## src/rtl/compare_pkg.sv

```systemverilog
// Shared definitions for the comparator core and its result buffer:
// the result codes the core emits and the buffer FSM state encoding.
package compare_pkg;

    // Result codes produced on the comparator's c output.
    localparam logic [15:0] CODE_GT      = 16'd1;
    localparam logic [15:0] CODE_EQ      = 16'd2;
    localparam logic [15:0] CODE_EQ_NEST = 16'd3;

    // RUN moves words normally; FLUSH drains the FIFO one entry per cycle.
    typedef enum logic {
        RUN   = 1'b0,
        FLUSH = 1'b1
    } crb_state_e;

endpackage

```

## src/rtl/sync_fifo.sv

```systemverilog
// Single-clock FIFO with level tracking. The head entry is read
// combinationally so that a word written in one cycle is visible at the
// head in the next cycle. 'drop' discards the head without a consumer,
// which the owner uses to drain the FIFO during a flush.
module sync_fifo #(
    parameter int WIDTH = 16,
    parameter int DEPTH = 8
) (
    input  logic                     clk,
    input  logic                     rst,
    input  logic                     push,
    input  logic [WIDTH-1:0]         push_data,
    input  logic                     pop,
    input  logic                     drop,
    output logic [$clog2(DEPTH):0]   level,
    output logic [WIDTH-1:0]         head_data
);

    localparam int AW = $clog2(DEPTH);
    localparam int LW = AW + 1;

    logic [WIDTH-1:0] mem_q [DEPTH];
    logic [AW-1:0]    wr_ptr_q;
    logic [AW-1:0]    rd_ptr_q;
    logic [LW-1:0]    level_q;
    logic [LW-1:0]    level_d;
    logic             advance;

    // Pop and drop both retire the head entry; the owner never asserts both.
    assign advance   = pop | drop;
    assign level     = level_q;
    assign head_data = mem_q[rd_ptr_q];

    // Occupancy: a simultaneous push and retire leaves it unchanged.
    always_comb begin
        level_d = level_q;
        if (push && !advance) begin
            level_d = level_q + LW'(1);
        end else if (!push && advance) begin
            level_d = level_q - LW'(1);
        end
    end

    // Storage write; no reset so the array maps onto plain memory.
    always_ff @(posedge clk) begin
        if (push) begin
            mem_q[wr_ptr_q] <= push_data;
        end
    end

    // Pointers wrap modulo DEPTH by natural overflow; full/empty come from level.
    always_ff @(posedge clk or posedge rst) begin
        if (rst) begin
            wr_ptr_q <= '0;
            rd_ptr_q <= '0;
            level_q  <= '0;
        end else begin
            if (push) begin
                wr_ptr_q <= wr_ptr_q + AW'(1);
            end
            if (advance) begin
                rd_ptr_q <= rd_ptr_q + AW'(1);
            end
            level_q <= level_d;
        end
    end

endmodule

```

## src/rtl/compare_result_buffer.sv

```systemverilog
// Result buffer behind the comparator core: queues result words in a FIFO,
// hands them on with valid/ready, classifies each accepted word into
// saturating counters and supports a flush that drains all stored entries.
module compare_result_buffer
    import compare_pkg::*;
#(
    parameter int WIDTH = 16,
    parameter int DEPTH = 8,
    parameter int CNT_W = 16
) (
    input  logic                   clk,
    input  logic                   rst,
    input  logic                   in_valid,
    output logic                   in_ready,
    input  logic [WIDTH-1:0]       in_data,
    output logic                   out_valid,
    input  logic                   out_ready,
    output logic [WIDTH-1:0]       out_data,
    input  logic                   flush,
    output logic [$clog2(DEPTH):0] level,
    output logic [CNT_W-1:0]       cnt_gt,
    output logic [CNT_W-1:0]       cnt_eq,
    output logic [CNT_W-1:0]       cnt_data,
    output logic                   cnt_sat
);

    localparam int LW = $clog2(DEPTH) + 1;

    crb_state_e              state_q;
    logic                    running;
    logic [LW-1:0]           fifo_level;
    logic [WIDTH-1:0]        head_data;
    logic                    push_hs;
    logic                    pop_hs;
    logic                    drop;
    logic [2:0]              hit;
    logic [2:0][CNT_W-1:0]   cnt_q;
    logic [2:0][CNT_W-1:0]   cnt_d;
    logic                    cnt_sat_q;
    logic                    cnt_sat_d;

    assign running   = (state_q == RUN);
    assign out_valid = running && (fifo_level != '0);
    assign pop_hs    = out_valid && out_ready;
    // A full FIFO still accepts when the head leaves in the same cycle.
    assign in_ready  = running && ((fifo_level < LW'(DEPTH)) || pop_hs);
    assign push_hs   = in_valid && in_ready;
    assign drop      = !running && (fifo_level != '0);
    assign out_data  = out_valid ? head_data : '0;
    assign level     = fifo_level;

    sync_fifo #(
        .WIDTH (WIDTH),
        .DEPTH (DEPTH)
    ) u_fifo (
        .clk       (clk),
        .rst       (rst),
        .push      (push_hs),
        .push_data (in_data),
        .pop       (pop_hs),
        .drop      (drop),
        .level     (fifo_level),
        .head_data (head_data)
    );

    // Control FSM: a flush in RUN lets that cycle's handshakes finish first;
    // FLUSH ends once the last entry is being discarded (or none is left).
    always_ff @(posedge clk or posedge rst) begin
        if (rst) begin
            state_q <= RUN;
        end else begin
            case (state_q)
                RUN: begin
                    if (flush) begin
                        state_q <= FLUSH;
                    end
                end
                FLUSH: begin
                    if (fifo_level <= LW'(1)) begin
                        state_q <= RUN;
                    end
                end
                default: state_q <= RUN;
            endcase
        end
    end

    // Classify the incoming word: index 0 = a>b, 1 = equal/nested, 2 = data.
    always_comb begin
        hit    = '0;
        hit[0] = (in_data == WIDTH'(CODE_GT));
        hit[1] = (in_data == WIDTH'(CODE_EQ)) || (in_data == WIDTH'(CODE_EQ_NEST));
        hit[2] = !(hit[0] || hit[1]);
    end

    // Counter next state: increment on accept, hold at all-ones; sticky flag.
    always_comb begin
        cnt_d     = cnt_q;
        cnt_sat_d = cnt_sat_q;
        for (int i = 0; i < 3; i++) begin
            if (push_hs && hit[i] && (cnt_q[i] != '1)) begin
                cnt_d[i] = cnt_q[i] + CNT_W'(1);
            end
            if (cnt_d[i] == '1) begin
                cnt_sat_d = 1'b1;
            end
        end
    end

    // Counter registers; only reset clears them, flush leaves them alone.
    always_ff @(posedge clk or posedge rst) begin
        if (rst) begin
            cnt_q     <= '0;
            cnt_sat_q <= 1'b0;
        end else begin
            cnt_q     <= cnt_d;
            cnt_sat_q <= cnt_sat_d;
        end
    end

    assign cnt_gt   = cnt_q[0];
    assign cnt_eq   = cnt_q[1];
    assign cnt_data = cnt_q[2];
    assign cnt_sat  = cnt_sat_q;

endmodule
```

## config.mk

```make
export PLATFORM = sky130hd
export DESIGN_NAME = compare_result_buffer
export DESIGN_NICKNAME = d
export VERILOG_FILES = /design/src/rtl/compare_pkg.sv /design/src/rtl/sync_fifo.sv /design/src/rtl/compare_result_buffer.sv
export SDC_FILE = /design/constraint.sdc
export NUM_CORES = 1
export LEC_CHECK = 0
export BUFFER_PORTS_ARGS = -buffer_cell sky130_fd_sc_hd__buf_2
export CORE_UTILIZATION = 58
export DETAILED_ROUTE_END_ITERATION = 16
export GPL_ROUTABILITY_DRIVEN = 0
export HOLD_SLACK_MARGIN = 0.12
export PLACE_DENSITY = 0.79
export SYNTH_ARGS = -nofsm -noshare
export SYNTH_HDL_FRONTEND = slang
export SYNTH_SLANG_ARGS = --single-unit
```

## constraint.sdc

```tcl
create_clock -name clk -period 4.21 [get_ports clk]
set_input_delay 0.842 -clock clk [delete_from_list [all_inputs] [get_ports clk]]
set_output_delay 0.842 -clock clk [all_outputs]
set_load 0.05 [all_outputs]
```

==> impl_metrics.yaml <==
critical_path:
  crit_arrival_ns: 2.58
  crit_path_start_kind: "register"
  end_kind: "output pin"
  path_buf_inv: 2
  slowest_delay_ns: 0.75
  crit_type: "reg -> out"
  crit_fanout: 18
  crit_family: "flip-flops"
  worstPathRequired_ns: 3.37
  critical_path.slowest_cell: "dfrtp_2"
  crit_chain: "buf_4 -> mux4_2 -> mux2i_1 -> nor2_1 -> buf_2"
final_layout:
  multi_input_area_um2: 2810
  regArea_um2: 5350
  utilization: 0.691
  fillers: 930
  final_common_cell: "edfxtp_1"
  num-nets-final: 681
  mostFrequentLayoutCells: "128 x edfxtp_1, 91 x buf_2, 59 x dfrtp_1"
  antenna_cells: 0
  drive_above_1_share: 0.297
  stdcell_area_um2: 9600
  area_delta_synth_final_pct: 16.2
yosys:
  yosysUniqueCellTypes: 56
  synth_flop_cell: "edfxtp_1"
  ys_seq_area_frac: 0.647
  syn_area_um2: 8260
  avgSynthCellArea_um2: 15.0
  async_flop_share: 0.319
  synthCells: 551
  synth_edf_count: 128
  ys_ff_latch: 188
  synth_nets: 581
  synth_warnings: 0
clock_network:
  clk_latency_ns: 0.43
  cts_sinks: 188
  clock_path_buffers: 2
  cts_tree: "done"
  h-tree-depth: 4
  cts_root_buffer: "clkbuf_16"
  postCtsSetupBuffers: 0
  ctsHoldBuffers: 0
  path_clk_slew_ns: 0.07
  cts_buffers: 17
  cts_resized: 0
sta:
  final.min_clock_period_ns: 3.42
  setup_violations: 0
  tns_ns: 0
  fin_skew_ns: 0.00951
  slew_violations: 0
  final-hold-violation-count: 0
  final.period_utilization: 0.813
  fmax_mhz: 292
  worst_pin_slew_ns: 1.12
  rsz0062_at_grt: "false"
  relSlewSlack: 0.253
place:
  dpl_cell_area_um2: 8980
  dp_hpwl_um: 11000
  port_buffers: 91
global_routing:
  grt_start_max_net_pins: 36
  grt_pass1_vias: 5071
  gr-total-overflow: 0
  busiest_layer: "met2"
  grt_first_pass_wirelength_um: 27200
  grt_util_met1: 0.338
  grt.met3_usage: 0.0644
  globalRouteTotalUtil: 0.253
  use_met2: 0.411
  antenna_found_initial: 0
routing:
  drc: 0
  vias_per_cell: 6.02
  num_vias: 5080
  wl_per_cell_um: 20.2
  wl_um: 17000
  dr.pass1.iters: 5
  ant_nets: 0
  drt_iter0_markers: 420
floorplanning:
  die_h_um: 121
  die_area_um2: 14700
  io_pins: 92
  die_w_um: 121
  core_um2: 13900
  rows: 43
  initial_core_util: 0.595
pwr:
  powerDensity_nw_per_um2: 562
  max-vdd-ir-drop_v: 0.000404
  total_power_uw: 5390
  p_leak_uw: 0.00378
job:
  maxCapViolations: 0
worst_hold_path:
  hp-class: "reg -> reg"
status:
  outcome: "complete, no violations"
==> Yosys cell counts, types with 5 or more instances <==
cell	instances	area share
edfxtp_1	128	0.47
dfrtp_1	60	0.18
nand2_1	37	0.017
nor2_1	36	0.016
mux4_2	32	0.087
xnor2_1	27	0.029
nand3_1	23	0.014
xor2_1	20	0.021
nand4_1	18	0.014
mux2i_1	17	0.021
and3_1	12	0.0091
inv_1	12	0.0055
clkbuf_1	11	0.0050
o21ai_0	10	0.0061
ha_1	9	0.014
nor3_1	8	0.0048
nor4_1	8	0.0061
buf_1	6	0.0027
mux2_2	6	0.0082
buf_2	5	0.0030
nor4_2	5	0.0076
nor4b_1	5	0.0053
==> path summary, 6_finish.rpt <==
path                                     from           end  slack (ns)  depth (start not counted)
setup / recovery           u_fifo.rd_ptr_q[0]  out_data[14]        0.79                          5
hold / removal                   cnt_data[11]  cnt_data[11]        0.49                          1
setup reg to reg                      state_q       cnt_sat        1.21                          9
hold reg to reg                  cnt_data[11]  cnt_data[11]        0.49                          1
max in group asynchronous                 rst    cnt_gt[12]        2.82                          3
min in group asynchronous                 rst   cnt_data[6]        0.55                          2
==> registers in the layout, summed over array words and instances (netlist names) <==
register / flops
cnt_data: 16
cnt_eq: 16
cnt_gt: 16
cnt_sat: 1
state_q: 1
u_fifo.level: 4
u_fifo.mem_q: 128
u_fifo.rd_ptr_q: 3
u_fifo.wr_ptr_q: 3
==> worst register-to-register path, delay by kind of cell (launching register included) <==
| kind | cells | cell delay (ns) |
|---|---|---|
| buffers and inverters | 1 | 0.32 |
| and+or+nand+nor | 3 | 1.08 |
| AOI/OAI and AO/OA | 5 | 1.03 |
| DFF | 1 | 0.46 |
==> through the flow <==
step,hold slack (ns),setup WS [ns],instances
after CTS,0.495,0.703,844
final,0.493,0.787,844
after detailed placement,0.486,0.668,812
after global routing,0.518,0.576,844
after global placement,0.471,0.807,812
after floorplan,0.549,0.625,551
==> where the power goes <==
part           switching (µW)  internal (µW)
logic                     819            582
registers                 249           2100
clock network             702            943
total                    1770           3620
==> cell families (layout without fill, tap and decap cells) <==
kind of cell | count (synthesis) | in the layout | share of synthesized area
XOR/XNOR | 49 | 49 | 0.0538
AO/OA/AOI/OAI | 36 | 36 | 0.0321
flip-flops | 188 | 188 | 0.647
multiplexers | 55 | 55 | 0.116
adder cells (fa/ha/maj) | 9 | 9 | 0.0136
AND/OR/NAND/NOR | 178 | 178 | 0.120
buffers and inverters | 36 | 149 | 0.0176
==> cell type report <==
| cell class | count | share of cell area |
|---|---|---|
| Inverter | 13 | 0.00508 |
| Multi-Input combinational cell | 327 | 0.293 |
| Clock buffer | 17 | 0.0443 |
| Clock inverter | 15 | 0.0197 |
| Sequential cell | 188 | 0.557 |
| Timing Repair Buffer | 104 | 0.0576 |
| Tap cell | 180 | 0.0235 |
==> metal layers <==
metal,vias to the layer above,share of wire
li1,2312,-
met1,2538,0.42
met2,200,0.50
met3,30,0.068
met4,0,0.013
met5,-,0
(Power assumes the default switching activity.)
